File: config.mk
export PLATFORM = sky130hd
export DESIGN_NAME = sticker_sprite_anim_flat
export DESIGN_NICKNAME = d
export VERILOG_FILES = /design/src/rtl/sticker_sprite_anim_if.sv /design/src/rtl/sticker_sprite_anim.sv /design/src/flat_wrapper.sv
export SDC_FILE = /design/constraint.sdc
export NUM_CORES = 1
export LEC_CHECK = 0
export ABC_CLOCK_PERIOD_IN_PS = 3300
export CAP_MARGIN = 20
export CELL_PAD_IN_SITES_DETAIL_PLACEMENT = 1
export CELL_PAD_IN_SITES_GLOBAL_PLACEMENT = 1
export CORE_ASPECT_RATIO = 1.25
export CORE_MARGIN = 2
export CORE_UTILIZATION = 40
export DETAILED_ROUTE_END_ITERATION = 16
export PLACE_DENSITY_LB_ADDON = 0.2
export SLEW_MARGIN = 0
export SYNTH_ARGS = -nofsm -noshare
export SYNTH_HDL_FRONTEND = slang
export SYNTH_SLANG_ARGS = --single-unit
File: constraint.sdc
create_clock -name clk -period 3.3 [get_ports clk]
set_input_delay 0.66 -clock clk [delete_from_list [all_inputs] [get_ports clk]]
set_output_delay 0.66 -clock clk [all_outputs]
set_load 0.03 [all_outputs]
File: src/rtl/sticker_sprite_anim_if.sv
// Pixel-path, control and bitmap-load signals of the sticker sprite renderer.
// master: the video/compositor side that drives scan coordinates and commands.
// slave : the sticker_sprite_anim block.
interface sticker_sprite_anim_if #(
   parameter int COORD_W     = 11,
   parameter int SPRITE_LOG2 = 4
);
   logic                       frame_start;
   logic                       pix_valid;
   logic [COORD_W-1:0]         x;
   logic [COORD_W-1:0]         y;
   logic [COORD_W-1:0]         pos_x;
   logic [COORD_W-1:0]         pos_y;
   logic                       trigger;
   logic                       dismiss;
   logic                       wr_en;
   logic [2*SPRITE_LOG2-1:0]   wr_addr;
   logic [1:0]                 wr_data;
   logic                       rgb_valid;
   logic [2:0][7:0]            rgb;        // rgb[0] = R, rgb[1] = G, rgb[2] = B
   logic                       busy;
   logic                       shown;

   modport master (
      output frame_start, pix_valid, x, y, pos_x, pos_y,
      output trigger, dismiss, wr_en, wr_addr, wr_data,
      input  rgb_valid, rgb, busy, shown
   );

   modport slave (
      input  frame_start, pix_valid, x, y, pos_x, pos_y,
      input  trigger, dismiss, wr_en, wr_addr, wr_data,
      output rgb_valid, rgb, busy, shown
   );
endinterface

File: src/rtl/sticker_sprite_anim.sv
// Pipelined paletted sprite renderer with power-of-two scaling and a
// frame-synchronous grow/show/shrink animation. Two-clock latency from the
// scan coordinate to the RGB output; transparent pixels come out as (0,0,0).
// Optional macro STICKER_BLINK_EN: blink the sticker while in SHOW with a
// half-period of BLINK_FRAMES frames.
module sticker_sprite_anim #(
   parameter int COORD_W      = 11,
   parameter int SPRITE_LOG2  = 4,
   parameter int SCALE_MAX    = 2,
   parameter int ANIM_FRAMES  = 2,
   parameter int BLINK_FRAMES = 8
) (
   input logic                  clk,
   input logic                  rst,
   sticker_sprite_anim_if.slave bus
);
   localparam int TEX     = 1 << SPRITE_LOG2;
   localparam int DEPTH   = TEX * TEX;
   localparam int AW      = 2 * SPRITE_LOG2;
   localparam int DW      = COORD_W + 2;
   localparam int SCALE_W = (SCALE_MAX < 1) ? 1 : $clog2(SCALE_MAX + 1);
   localparam int CNT_W   = (ANIM_FRAMES < 2) ? 1 : $clog2(ANIM_FRAMES);

   typedef enum logic [1:0] {HIDDEN, GROW, SHOW, SHRINK} state_t;

   state_t               state;
   logic [SCALE_W-1:0]   scale;
   logic [CNT_W-1:0]     cnt;
   logic                 at_step;
   logic                 grow_top;

   // Shadow copy of everything that affects the picture, frozen per frame.
   logic                 s_vis;
   logic [SCALE_W-1:0]   s_scale;
   logic [COORD_W-1:0]   s_px;
   logic [COORD_W-1:0]   s_py;
   logic                 show_vis;

   logic [DW-1:0]        half, side, dx, dy, dx_s, dy_s;
   logic                 in_x, in_y;
   logic                 s1_valid, s1_hit;
   logic [AW-1:0]        s1_addr;
   logic [1:0]           mem [DEPTH];

   function automatic logic [2:0][7:0] palette(input logic [1:0] idx);
      case (idx)
         2'd1:    return {8'd1,   8'd1,   8'd1};
         2'd2:    return {8'd1,   8'd1,   8'd255};
         2'd3:    return {8'd255, 8'd255, 8'd255};
         default: return '0;
      endcase
   endfunction

   assign at_step  = (cnt == CNT_W'(ANIM_FRAMES - 1));
   assign grow_top = (int'(scale) + 1 >= SCALE_MAX);

   // Animation FSM; busy/shown are registered copies of the state.
   // NOTE: every clocked block uses non-blocking assignments only, so all
   // registers see pre-edge values of each other regardless of block order.
   always_ff @(posedge clk or posedge rst) begin
      if (rst) begin
         state <= HIDDEN;
         scale <= '0;
         cnt   <= '0;
         busy_q_clear();
      end else begin
         bus.busy  <= (state == GROW) || (state == SHRINK);
         bus.shown <= (state != HIDDEN);
         case (state)
            HIDDEN: begin
               if (bus.trigger && !bus.dismiss) begin
                  state <= GROW;
                  scale <= '0;
                  cnt   <= '0;
               end
            end
            GROW: begin
               if (bus.dismiss) begin
                  state <= SHRINK;
                  cnt   <= '0;
               end else if (bus.frame_start) begin
                  if (at_step) begin
                     cnt <= '0;
                     if (grow_top) begin
                        scale <= SCALE_W'(SCALE_MAX);
                        state <= SHOW;
                     end else begin
                        scale <= scale + SCALE_W'(1);
                     end
                  end else begin
                     cnt <= cnt + CNT_W'(1);
                  end
               end
            end
            SHOW: begin
               if (bus.dismiss) begin
                  state <= SHRINK;
                  cnt   <= '0;
               end
            end
            SHRINK: begin
               if (bus.trigger && !bus.dismiss) begin
                  state <= GROW;
                  cnt   <= '0;
               end else if (bus.frame_start) begin
                  if (at_step) begin
                     cnt <= '0;
                     if (scale == '0) state <= HIDDEN;
                     else             scale <= scale - SCALE_W'(1);
                  end else begin
                     cnt <= cnt + CNT_W'(1);
                  end
               end
            end
            default: state <= HIDDEN;
         endcase
      end
   end

   // Clears the registered status flags on reset.
   task automatic busy_q_clear();
      bus.busy  <= 1'b0;
      bus.shown <= 1'b0;
   endtask

`ifdef STICKER_BLINK_EN
   localparam int BLINK_W = (BLINK_FRAMES < 2) ? 1 : $clog2(BLINK_FRAMES);
   logic [BLINK_W-1:0] blink_cnt;
   logic               blink_off;

   // Blink phase counter: runs only in SHOW, starts in the visible phase.
   always_ff @(posedge clk or posedge rst) begin
      if (rst) begin
         blink_cnt <= '0;
         blink_off <= 1'b0;
      end else if (state != SHOW) begin
         blink_cnt <= '0;
         blink_off <= 1'b0;
      end else if (bus.frame_start) begin
         if (blink_cnt == BLINK_W'(BLINK_FRAMES - 1)) begin
            blink_cnt <= '0;
            blink_off <= !blink_off;
         end else begin
            blink_cnt <= blink_cnt + BLINK_W'(1);
         end
      end
   end

   assign show_vis = !((state == SHOW) && blink_off);
`else
   assign show_vis = 1'b1;
`endif

   // Shadow registers: latch the display state at the frame boundary so the
   // picture never changes mid-frame.
   always_ff @(posedge clk or posedge rst) begin
      if (rst) begin
         s_vis   <= 1'b0;
         s_scale <= '0;
         s_px    <= '0;
         s_py    <= '0;
      end else if (bus.frame_start) begin
         s_vis   <= (state != HIDDEN) && show_vis;
         s_scale <= scale;
         s_px    <= bus.pos_x;
         s_py    <= bus.pos_y;
      end
   end

   // Offset of the scan point from the sprite's top-left corner; wide enough
   // that a negative offset near the screen edge never wraps into the sprite.
   // NOTE: each signal is assigned unconditionally here, so no latch forms.
   always_comb begin
      half = DW'(1) << (SPRITE_LOG2 - 1 + int'(s_scale));
      side = half << 1;
      dx   = DW'(bus.x) - DW'(s_px) + half;
      dy   = DW'(bus.y) - DW'(s_py) + half;
      dx_s = dx >> s_scale;
      dy_s = dy >> s_scale;
      in_x = !dx[DW-1] && (dx < side);
      in_y = !dy[DW-1] && (dy < side);
   end

   // Stage 1: hit test and texel address.
   always_ff @(posedge clk or posedge rst) begin
      if (rst) begin
         s1_valid <= 1'b0;
         s1_hit   <= 1'b0;
         s1_addr  <= '0;
      end else begin
         s1_valid <= bus.pix_valid;
         s1_hit   <= s_vis && in_x && in_y;
         s1_addr  <= {dy_s[SPRITE_LOG2-1:0], dx_s[SPRITE_LOG2-1:0]};
      end
   end

   // Bitmap write port.
   // NOTE: the bitmap is deliberately not reset; its contents survive rst.
   always_ff @(posedge clk) begin
      if (bus.wr_en) mem[bus.wr_addr] <= bus.wr_data;
   end

   // Stage 2: bitmap read (old data on a same-address write) and palette.
   always_ff @(posedge clk or posedge rst) begin
      if (rst) begin
         bus.rgb_valid <= 1'b0;
         bus.rgb       <= '0;
      end else begin
         bus.rgb_valid <= s1_valid;
         bus.rgb       <= s1_hit ? palette(mem[s1_addr]) : '0;
      end
   end
endmodule
File: src/flat_wrapper.sv
// flat-port wrapper written by rule: the top's interface ports become plain ports
module sticker_sprite_anim_flat 
#(
   parameter int COORD_W      = 11,
   parameter int SPRITE_LOG2  = 4,
   parameter int SCALE_MAX    = 2,
   parameter int ANIM_FRAMES  = 2,
   parameter int BLINK_FRAMES = 8
)
  (clk, rst, bus_frame_start, bus_pix_valid, bus_x, bus_y, bus_pos_x, bus_pos_y, bus_trigger, bus_dismiss, bus_wr_en, bus_wr_addr, bus_wr_data, bus_rgb_valid, bus_rgb, bus_busy, bus_shown);
  sticker_sprite_anim_if #(.COORD_W(COORD_W), .SPRITE_LOG2(SPRITE_LOG2)) bus_i ();
  input logic clk;
  input logic rst;
  input wire logic [$bits(bus_i.frame_start)-1:0] bus_frame_start;
  input wire logic [$bits(bus_i.pix_valid)-1:0] bus_pix_valid;
  input wire logic [$bits(bus_i.x)-1:0] bus_x;
  input wire logic [$bits(bus_i.y)-1:0] bus_y;
  input wire logic [$bits(bus_i.pos_x)-1:0] bus_pos_x;
  input wire logic [$bits(bus_i.pos_y)-1:0] bus_pos_y;
  input wire logic [$bits(bus_i.trigger)-1:0] bus_trigger;
  input wire logic [$bits(bus_i.dismiss)-1:0] bus_dismiss;
  input wire logic [$bits(bus_i.wr_en)-1:0] bus_wr_en;
  input wire logic [$bits(bus_i.wr_addr)-1:0] bus_wr_addr;
  input wire logic [$bits(bus_i.wr_data)-1:0] bus_wr_data;
  output wire logic [$bits(bus_i.rgb_valid)-1:0] bus_rgb_valid;
  output wire logic [$bits(bus_i.rgb)-1:0] bus_rgb;
  output wire logic [$bits(bus_i.busy)-1:0] bus_busy;
  output wire logic [$bits(bus_i.shown)-1:0] bus_shown;
  assign bus_i.frame_start = bus_frame_start;
  assign bus_i.pix_valid = bus_pix_valid;
  assign bus_i.x = bus_x;
  assign bus_i.y = bus_y;
  assign bus_i.pos_x = bus_pos_x;
  assign bus_i.pos_y = bus_pos_y;
  assign bus_i.trigger = bus_trigger;
  assign bus_i.dismiss = bus_dismiss;
  assign bus_i.wr_en = bus_wr_en;
  assign bus_i.wr_addr = bus_wr_addr;
  assign bus_i.wr_data = bus_wr_data;
  assign bus_rgb_valid = bus_i.rgb_valid;
  assign bus_rgb = bus_i.rgb;
  assign bus_busy = bus_i.busy;
  assign bus_shown = bus_i.shown;
  sticker_sprite_anim #(.COORD_W(COORD_W), .SPRITE_LOG2(SPRITE_LOG2), .SCALE_MAX(SCALE_MAX), .ANIM_FRAMES(ANIM_FRAMES), .BLINK_FRAMES(BLINK_FRAMES)) u_core (.clk(clk), .rst(rst), .bus(bus_i));
endmodule
==> run summary, run 1 <==
final core occ - 0.483
layout overhead on the synthesized area - 20.1%
Seq/Total Area, Yosys - 0.653
critical path class - reg -> reg
largest net degree at the start of global routing - 101
number of iterations in the first detailed-routing pass - 5
Top FF cell, synth - edfxtp_1
Final Hold Fails - 0
hold_ws - 350 ps
Setup-failing EPs final - 1
Pleak - 0.0104 uW
worst-path maximum fanout - 3
Die X - 229 um
Clock transition at path regs - 60 ps
Synth Warn # - 0
DP HPWL - 50800 um
failing checks - negative setup slack
crit share post-route - 1.14
Max-Cap Viols - 0
hold_buf cts - 0
Die Area - 65300 um2
row count - 103
Finished Layout Cells - 2880
# DRC - 0
Fmax - 0.265 GHz
Post-Syn Area per Cell - 14.5 um2
IO Pins - 88
Sink Count - 558
CP endpoint kind - flip-flop
GRT Overall Usage - 0.227
worst path required time - 3800 ps
Tightest Hold Check Type - reg -> reg
Synth Register Bits - 558
CTS tree - done
Vias - 15900
# nets final - 2118
GRT Residual Overflow - 0
clk root buf - clkbuf_16
CTS H-tree lvls - 2
Final Worst Setup Slack - -474 ps
Clock Skew - 33.8 ps
Power Density - 763 nW/um2
Die H - 285 um
via/cell ratio - 5.53
global-route wire length before repair - 110000 um
Routed WL - 73200 um
clk_lat worst skew - 620 ps
number of antenna violations at the first check in global routing - 0
clock buffer count from CTS - 56
Clock Tree Buf Depth - 3
Post-synth ARST share - 0.0824
outcome - finished with violations
Setup crit start kind - flip-flop
core area - 62900 um2
Post-Syn Area - 25300 um2
Netlist cell types - 64
Initial Util - 0.402
routability cong. - 0.817
vias in the first global route - 17300
Post-Place Cells - 2773
fin. max-slew vios - 0
Wirelength per Cell - 25.4 um
RSZ-0062 raised after global routing - yes
Cells after Synth - 1746
Final min period - 3770 ps
Worst EP arrival - 4270 ps
worst rel slew slack - 0.448
worst vdd ir - 0.000435 V
share of cells above drive strength 1 - 0.222
Post-synth EDFFs - 512
DRT iter0 DRCs - 1214
# port buffers - 87
Post-DRT Antenna Nets - 0
Tightest Pin Transition - 828 ps
## synthesized netlist by cell type, drive strengths merged, types with 3 or more instances
cell type,count,share of area
o21ai,49,0.0097
a22oi,13,0.0039
nand3b,12,0.0036
mux2i,49,0.019
nor3b,3,0.00089
or2,5,0.0012
a32oi,4,0.0014
ha,60,0.030
a31oi,8,0.0020
nor2b,35,0.0087
a21oi,47,0.0093
fa,4,0.0032
nand2b,11,0.0027
dfrtp,46,0.045
nor3,13,0.0026
mux4,111,0.099
edfxtp,512,0.61
and2,6,0.0015
clkbuf,68,0.010
nor2,311,0.046
a2111oi,3,0.0010
xor2,7,0.0024
a41oi,4,0.0014
o22ai,7,0.0017
a221oi,7,0.0024
inv,47,0.0070
nand2,67,0.0099
o2111ai,7,0.0024
mux2,9,0.0040
and3,7,0.0017
o311ai,4,0.0014
nand3,49,0.0097
xnor2,20,0.0069
a21o,7,0.0021
buf,57,0.015
nor4,9,0.0022
o21a,11,0.0033
a211oi,15,0.0044
nand4,13,0.0032
a22o,5,0.0017
## critical path, cell delays in order, from the launching register on
cell       delay, ps
dfrtp_1          410
ha_4             180
fa_2             340
nor2b_2          140
o21a_1           130
nor2_1            50
xnor2_1          120
ha_1             330
a221o_1          380
o41a_1           420
xor2_1           160
ha_2             180
a221oi_2         220
o21ai_1           90
a31oi_1          160
o2111ai_1        160
a221oi_2         220
## cells in the final DEF (no fill, tap or decap), types with 6 or more instances in the layout
cell and instances:
clkinv_2 6, and3_1 6, xnor2_1 19, clkbuf_1 6
clkdlybuf4s50_1 81, buf_12 13, nand4_1 13, nor2_1 309
ha_1 56, clkinv_1 15, nand3_1 49, nor2b_1 31
o22ai_1 7, conb_1 17, nand2_1 67, a31oi_1 8
buf_4 196, nand2b_1 11, bufinv_16 6, inv_1 44
nor3_1 12, clkbuf_16 58, a21o_1 7, mux2i_1 49
a211oi_1 15, nor4_1 9, and2_1 6, o21ai_0 48
a21oi_1 46, clkinvlp_4 6, mux4_2 111, a22oi_1 13
nand3b_1 12, mux2_2 9, edfxtp_1 512, xor2_1 7
o21a_1 11, dfrtp_1 43
## where the power goes
group,switching (uW),leakage [uW],internal (uW)
clock network,2780,0.000885,3680
registers,379,0.00515,7880
logic,4480,0.00433,3980
total,7640,0.0104,15500
## kinds of logic (layout without fill, tap and decap cells)
| group | count (synthesis) | count (layout) | synth area share |
|---|---|---|---|
| fa+ha+maj | 64 | 64 | 0.0328 |
| buf+inv | 172 | 449 | 0.0324 |
| xor+xnor | 27 | 27 | 0.00934 |
| other cells | 2 | 19 | 0.000297 |
| compound gates | 208 | 208 | 0.0543 |
| flops | 558 | 558 | 0.653 |
| mux | 169 | 169 | 0.122 |
| simple gates | 546 | 546 | 0.0957 |
## state kept, by name (all words and copies together), names as in the netlist, 2 cells and up
register,cells
u_core.bus.rgb,3
u_core.mem,512
u_core.s1_addr,8
u_core.s_px,11
u_core.s_py,11
u_core.s_scale,2
u_core.scale,2
u_core.state,2
## stage by stage
step / worst slack, ps / power [uW] / setup TNS [ps] / instance area (um2)
after global routing: -689 / 24200 / -689 / 30400
after detailed placement: -1570 / 16800 / -4150 / 28400
after floorplan: -576 / 13300 / -576 / 25400
after CTS: -528 / 23400 / -528 / 30300
after global placement: -1440 / 16600 / -3500 / 28400
final: -474 / 23200 / -474 / 30400
## final timing paths
path                            startpoint                    to  slack, ps  cells past startpoint
setup / recovery            u_core.s_py[0]         u_core.s1_hit       -470                     16
hold / removal             u_core.s1_valid  u_core.bus.rgb_valid        350                      0
setup reg to reg            u_core.s_py[0]         u_core.s1_hit       -470                     16
hold reg to reg            u_core.s1_valid  u_core.bus.rgb_valid        350                      0
max in group asynchronous              rst        u_core.s_py[0]       2180                      3
min in group asynchronous              rst       u_core.state[0]        440                      2
## cell type report
type | instances | area [um2]
fillers | 6351 | 32500
flip-flops and latches | 558 | 16500
multi-input cells | 1031 | 8120
repair buffers | 299 | 2650
clock buffers | 64 | 1470
well taps | 840 | 1050
clock inverters | 39 | 374
inverters | 47 | 184
diodes | 2 | 5.00
## routing by layer
| metal | routed length (um) | track usage | up-vias |
|---|---|---|---|
| li1 | - | - | 7103 |
| met1 | 27700 | 0.269 | 8199 |
| met2 | 38000 | 0.403 | 452 |
| met3 | 3790 | 0.0347 | 170 |
| met4 | 3760 | 0.110 | 0 |
| met5 | 0 | 0 | - |
## repair_timing
action / 4_1_cts / 5_1_grt
endpoints found under the hold margin: 0 / 0
endpoints found under the setup margin: 3 / 4
pin swaps: 24 / 4
buffers inserted: 2 / 0
resized for setup: 13 / 15
(Power assumes the default switching activity.)
==> run 2, diff against run 1 <==
PLACE_DENSITY = 0.69   (was default)
PLACE_DENSITY_LB_ADDON = default   (was 0.2)
==> run 2 against run 1 <==
The flow still finishes with violations (negative setup slack). Cell area fell by 1.2%. Clock power fell by 6.5%. Combinational power fell by 0.7%. Critical endpoint unchanged. Largest cell class unchanged.
==> run summary, run 2 (synthesis gave the netlist of run 1 again) <==
Clock transition at path regs - 60 ps (about the same)
global-route wire length before repair - 108000 um (was 110000 um)
RSZ-0062 raised after global routing - yes (unchanged)
Post-DRT Antenna Nets - 0 (unchanged)
cell family with most CP delay - compound AO/OA/AOI/OAI gates (unchanged)
IO Pins - 88 (unchanged)
Largest register FFs - 512 (unchanged)
vias in the first global route - 17300 (about the same)
Tightest Pin Transition - 990 ps (was 828 ps)
Clock Skew - 54.7 ps (was 33.8 ps)
Final Worst Setup Slack - -467 ps (was -474 ps)
clk root buf - clkbuf_16 (unchanged)
Final min period - 3770 ps (about the same)
Tightest Hold Check Type - in -> async (was reg -> reg)
final core occ - 0.478 (was 0.483)
DP HPWL - 48600 um (was 50800 um)
Pleak - 0.0102 uW (was 0.0104 uW)
via/cell ratio - 5.59 (was 5.53)
commonest non-fill, non-tap cell in the layout - edfxtp_1 (unchanged)
critical path's largest stage delay - 410 ps (was 420 ps)
Setup crit start kind - flip-flop (unchanged)
Power Density - 755 nW/um2 (was 763 nW/um2)
clock buffer count from CTS - 55 (was 56)
diode count - 0 (was 2)
Final Hold Fails - 0 (unchanged)
worst path required time - 3810 ps (was 3800 ps)
hold_ws - 359 ps (was 350 ps)
failing checks - negative setup slack (unchanged)
fill cell count - 6382 (was 6351)
CTS H-tree lvls - 2 (unchanged)
Worst EP arrival - 4280 ps (was 4270 ps)
Max-Cap Viols - 0 (unchanged)
Wirelength per Cell - 25.0 um (was 25.4 um)
Clock Tree Buf Depth - 3 (unchanged)
largest reg by FF count - u_core.mem (unchanged)
CTS tree - done (unchanged)
worst vdd ir - 0.000432 V (was 0.000435 V)
CP max-delay cell - dfrtp_1 (was o41a_1)
layout overhead on the synthesized area - 18.7% (was 20.1%)
largest net degree at the start of global routing - 96 (was 101)
worst rel slew slack - 0.339 (was 0.448)
DP Area - 28200 um2 (was 28400 um2)
number of iterations in the first detailed-routing pass - 5 (unchanged)
Top Registers - u_core.mem: 512 flops, u_core.s_px: 11 flops, u_core.s_py: 11 flops (unchanged)
core area - 62900 um2 (unchanged)
final instance area - 30000 um2 (was 30400 um2)
Routed WL - 71300 um (was 73200 um)
Initial Util - 0.402 (unchanged)
GRT Residual Overflow - 0 (unchanged)
routability cong. - 0.831 (was 0.817)
DRT iter0 DRCs - 1358 (was 1214)
Setup-failing EPs final - 1 (unchanged)
clk_lat worst skew - 650 ps (was 620 ps)
# nets final - 2090 (was 2118)
Sink Count - 558 (unchanged)
# DRC - 0 (unchanged)
Die H - 285 um (unchanged)
Die Area - 65300 um2 (unchanged)
outcome - finished with violations (unchanged)
hold_buf cts - 0 (unchanged)
worst-path maximum fanout - 3 (unchanged)
WP buf/inv - 0 (unchanged)
Vias - 15900 (about the same)
fin. max-slew vios - 0 (unchanged)
crit share post-route - 1.14 (about the same)
CP cell instances - ha_4 > fa_2 > nor2b_4 > o21a_1 > nor2_1 > xnor2_1 > ha_1 > nor2b_1 > o21a_1 > o41a_1 > xnor2_1 > ha_1 > a221oi_2 > o21ai_1 > a31oi_1 > o2111ai_1 > a221oi_2 (was ha_4 > fa_2 > nor2b_2 > o21a_1 > nor2_1 > xnor2_1 > ha_1 > a221o_1 > o41a_1 > xor2_1 > ha_2 > a221oi_2 > o21ai_1 > a31oi_1 > o2111ai_1 > a221oi_2)
# port buffers - 87 (unchanged)
critical path class - reg -> reg (unchanged)
GRT Overall Usage - 0.220 (was 0.227)
CP endpoint kind - flip-flop (unchanged)
Die X - 229 um (unchanged)
Fmax - 0.265 GHz (about the same)
share of cells above drive strength 1 - 0.209 (was 0.222)
most frequent cells in the layout - 512 x edfxtp_1, 311 x nor2_1, 171 x buf_4, 111 x mux4_2, 81 x clkdlybuf4s50_1 (was 512 x edfxtp_1, 309 x nor2_1, 196 x buf_4, 111 x mux4_2, 81 x clkdlybuf4s50_1)
number of antenna violations at the first check in global routing - 1 (was 0)
row count - 103 (unchanged)
pre-CTS WS - -1490 ps (was -1570 ps)
## run 2: cell types whose count changed in the layout (fill, tap and decap cells not counted), moves of 3 or more
| cell | previous run | this run |
|---|---|---|
| clkbuf_1 | 6 | 10 |
| nor2b_2 | 4 | 1 |
| clkbuf_16 | 58 | 55 |
| buf_4 | 196 | 171 |
| clkinv_1 | 15 | 9 |
| bufinv_16 | 6 | 2 |
| clkinv_2 | 6 | 11 |
## run 2: where the power goes
group / total, uW / switching, uW / internal, uW
clock: 6040 / 2760 / 3280
combinational: 8400 / 4410 / 3990
sequential: 8230 / 342 / 7880
## run 2: worst paths after layout
path | cells past startpoint | to | slack, ps | startpoint
hold reg to reg | 0 | u_core.bus.rgb_valid | 360 | u_core.s1_valid
min in group clk | 0 | u_core.bus.rgb_valid | 360 | u_core.s1_valid
max in group asynchronous | 3 | u_core.bus.rgb_valid | 2230 | rst
hold / removal | 2 | u_core.bus.busy | 360 | rst
setup / recovery | 17 | u_core.s1_hit | -470 | u_core.s_py[0]
setup reg to reg | 17 | u_core.s1_hit | -470 | u_core.s_py[0]
## run 2: layer usage
layer | track usage | part of all wire | vias up | routed length [um]
li1 | - | - | 7029 | -
met1 | 0.273 | 0.39 | 8263 | 28000
met2 | 0.391 | 0.52 | 506 | 37100
met3 | 0.0308 | 0.049 | 125 | 3520
met4 | 0.0836 | 0.038 | 2 | 2690
met5 | 0 | 0.00018 | - | 13
## run 2: final cells by class
class                   count  area (um2)  area share
clock buffers              67        1440      0.0480
clock inverters            33         260     0.00867
repair buffers            272        2430      0.0809
flip-flops and latches    558       16500       0.551
inverters                  47         184     0.00612
well taps                 840        1050      0.0350
multi-input cells        1031        8130       0.271
## run 2: worst reg2reg max path: cells and delay by family, from the launching register on
kind | cells | cell delay, ps
adders and majority gates | 4 | 1120
AOI/OAI and AO/OA | 8 | 1510
xor gates and xnor gates | 2 | 310
and+or+nand+nor | 3 | 320
DFF | 1 | 410
## run 2: timing repair
| action | in CTS | in global routing |
|---|---|---|
| gates cloned | 0 | 0 |
| resized for setup | 13 | 7 |
| pin swaps | 20 | 7 |
| endpoints found under the setup margin | 1 | 2 |
| setup buffers | 4 | 0 |
## run 2: stage by stage
step                      instances  setup TNS, ps  total power (uW)
after global routing           2848           -757             23700
after CTS                      2848           -458             22800
after global placement         2744          -3580             16500
after floorplan                1761           -576             13300
after detailed placement       2744          -4090             16700
final                          2848           -467             22700
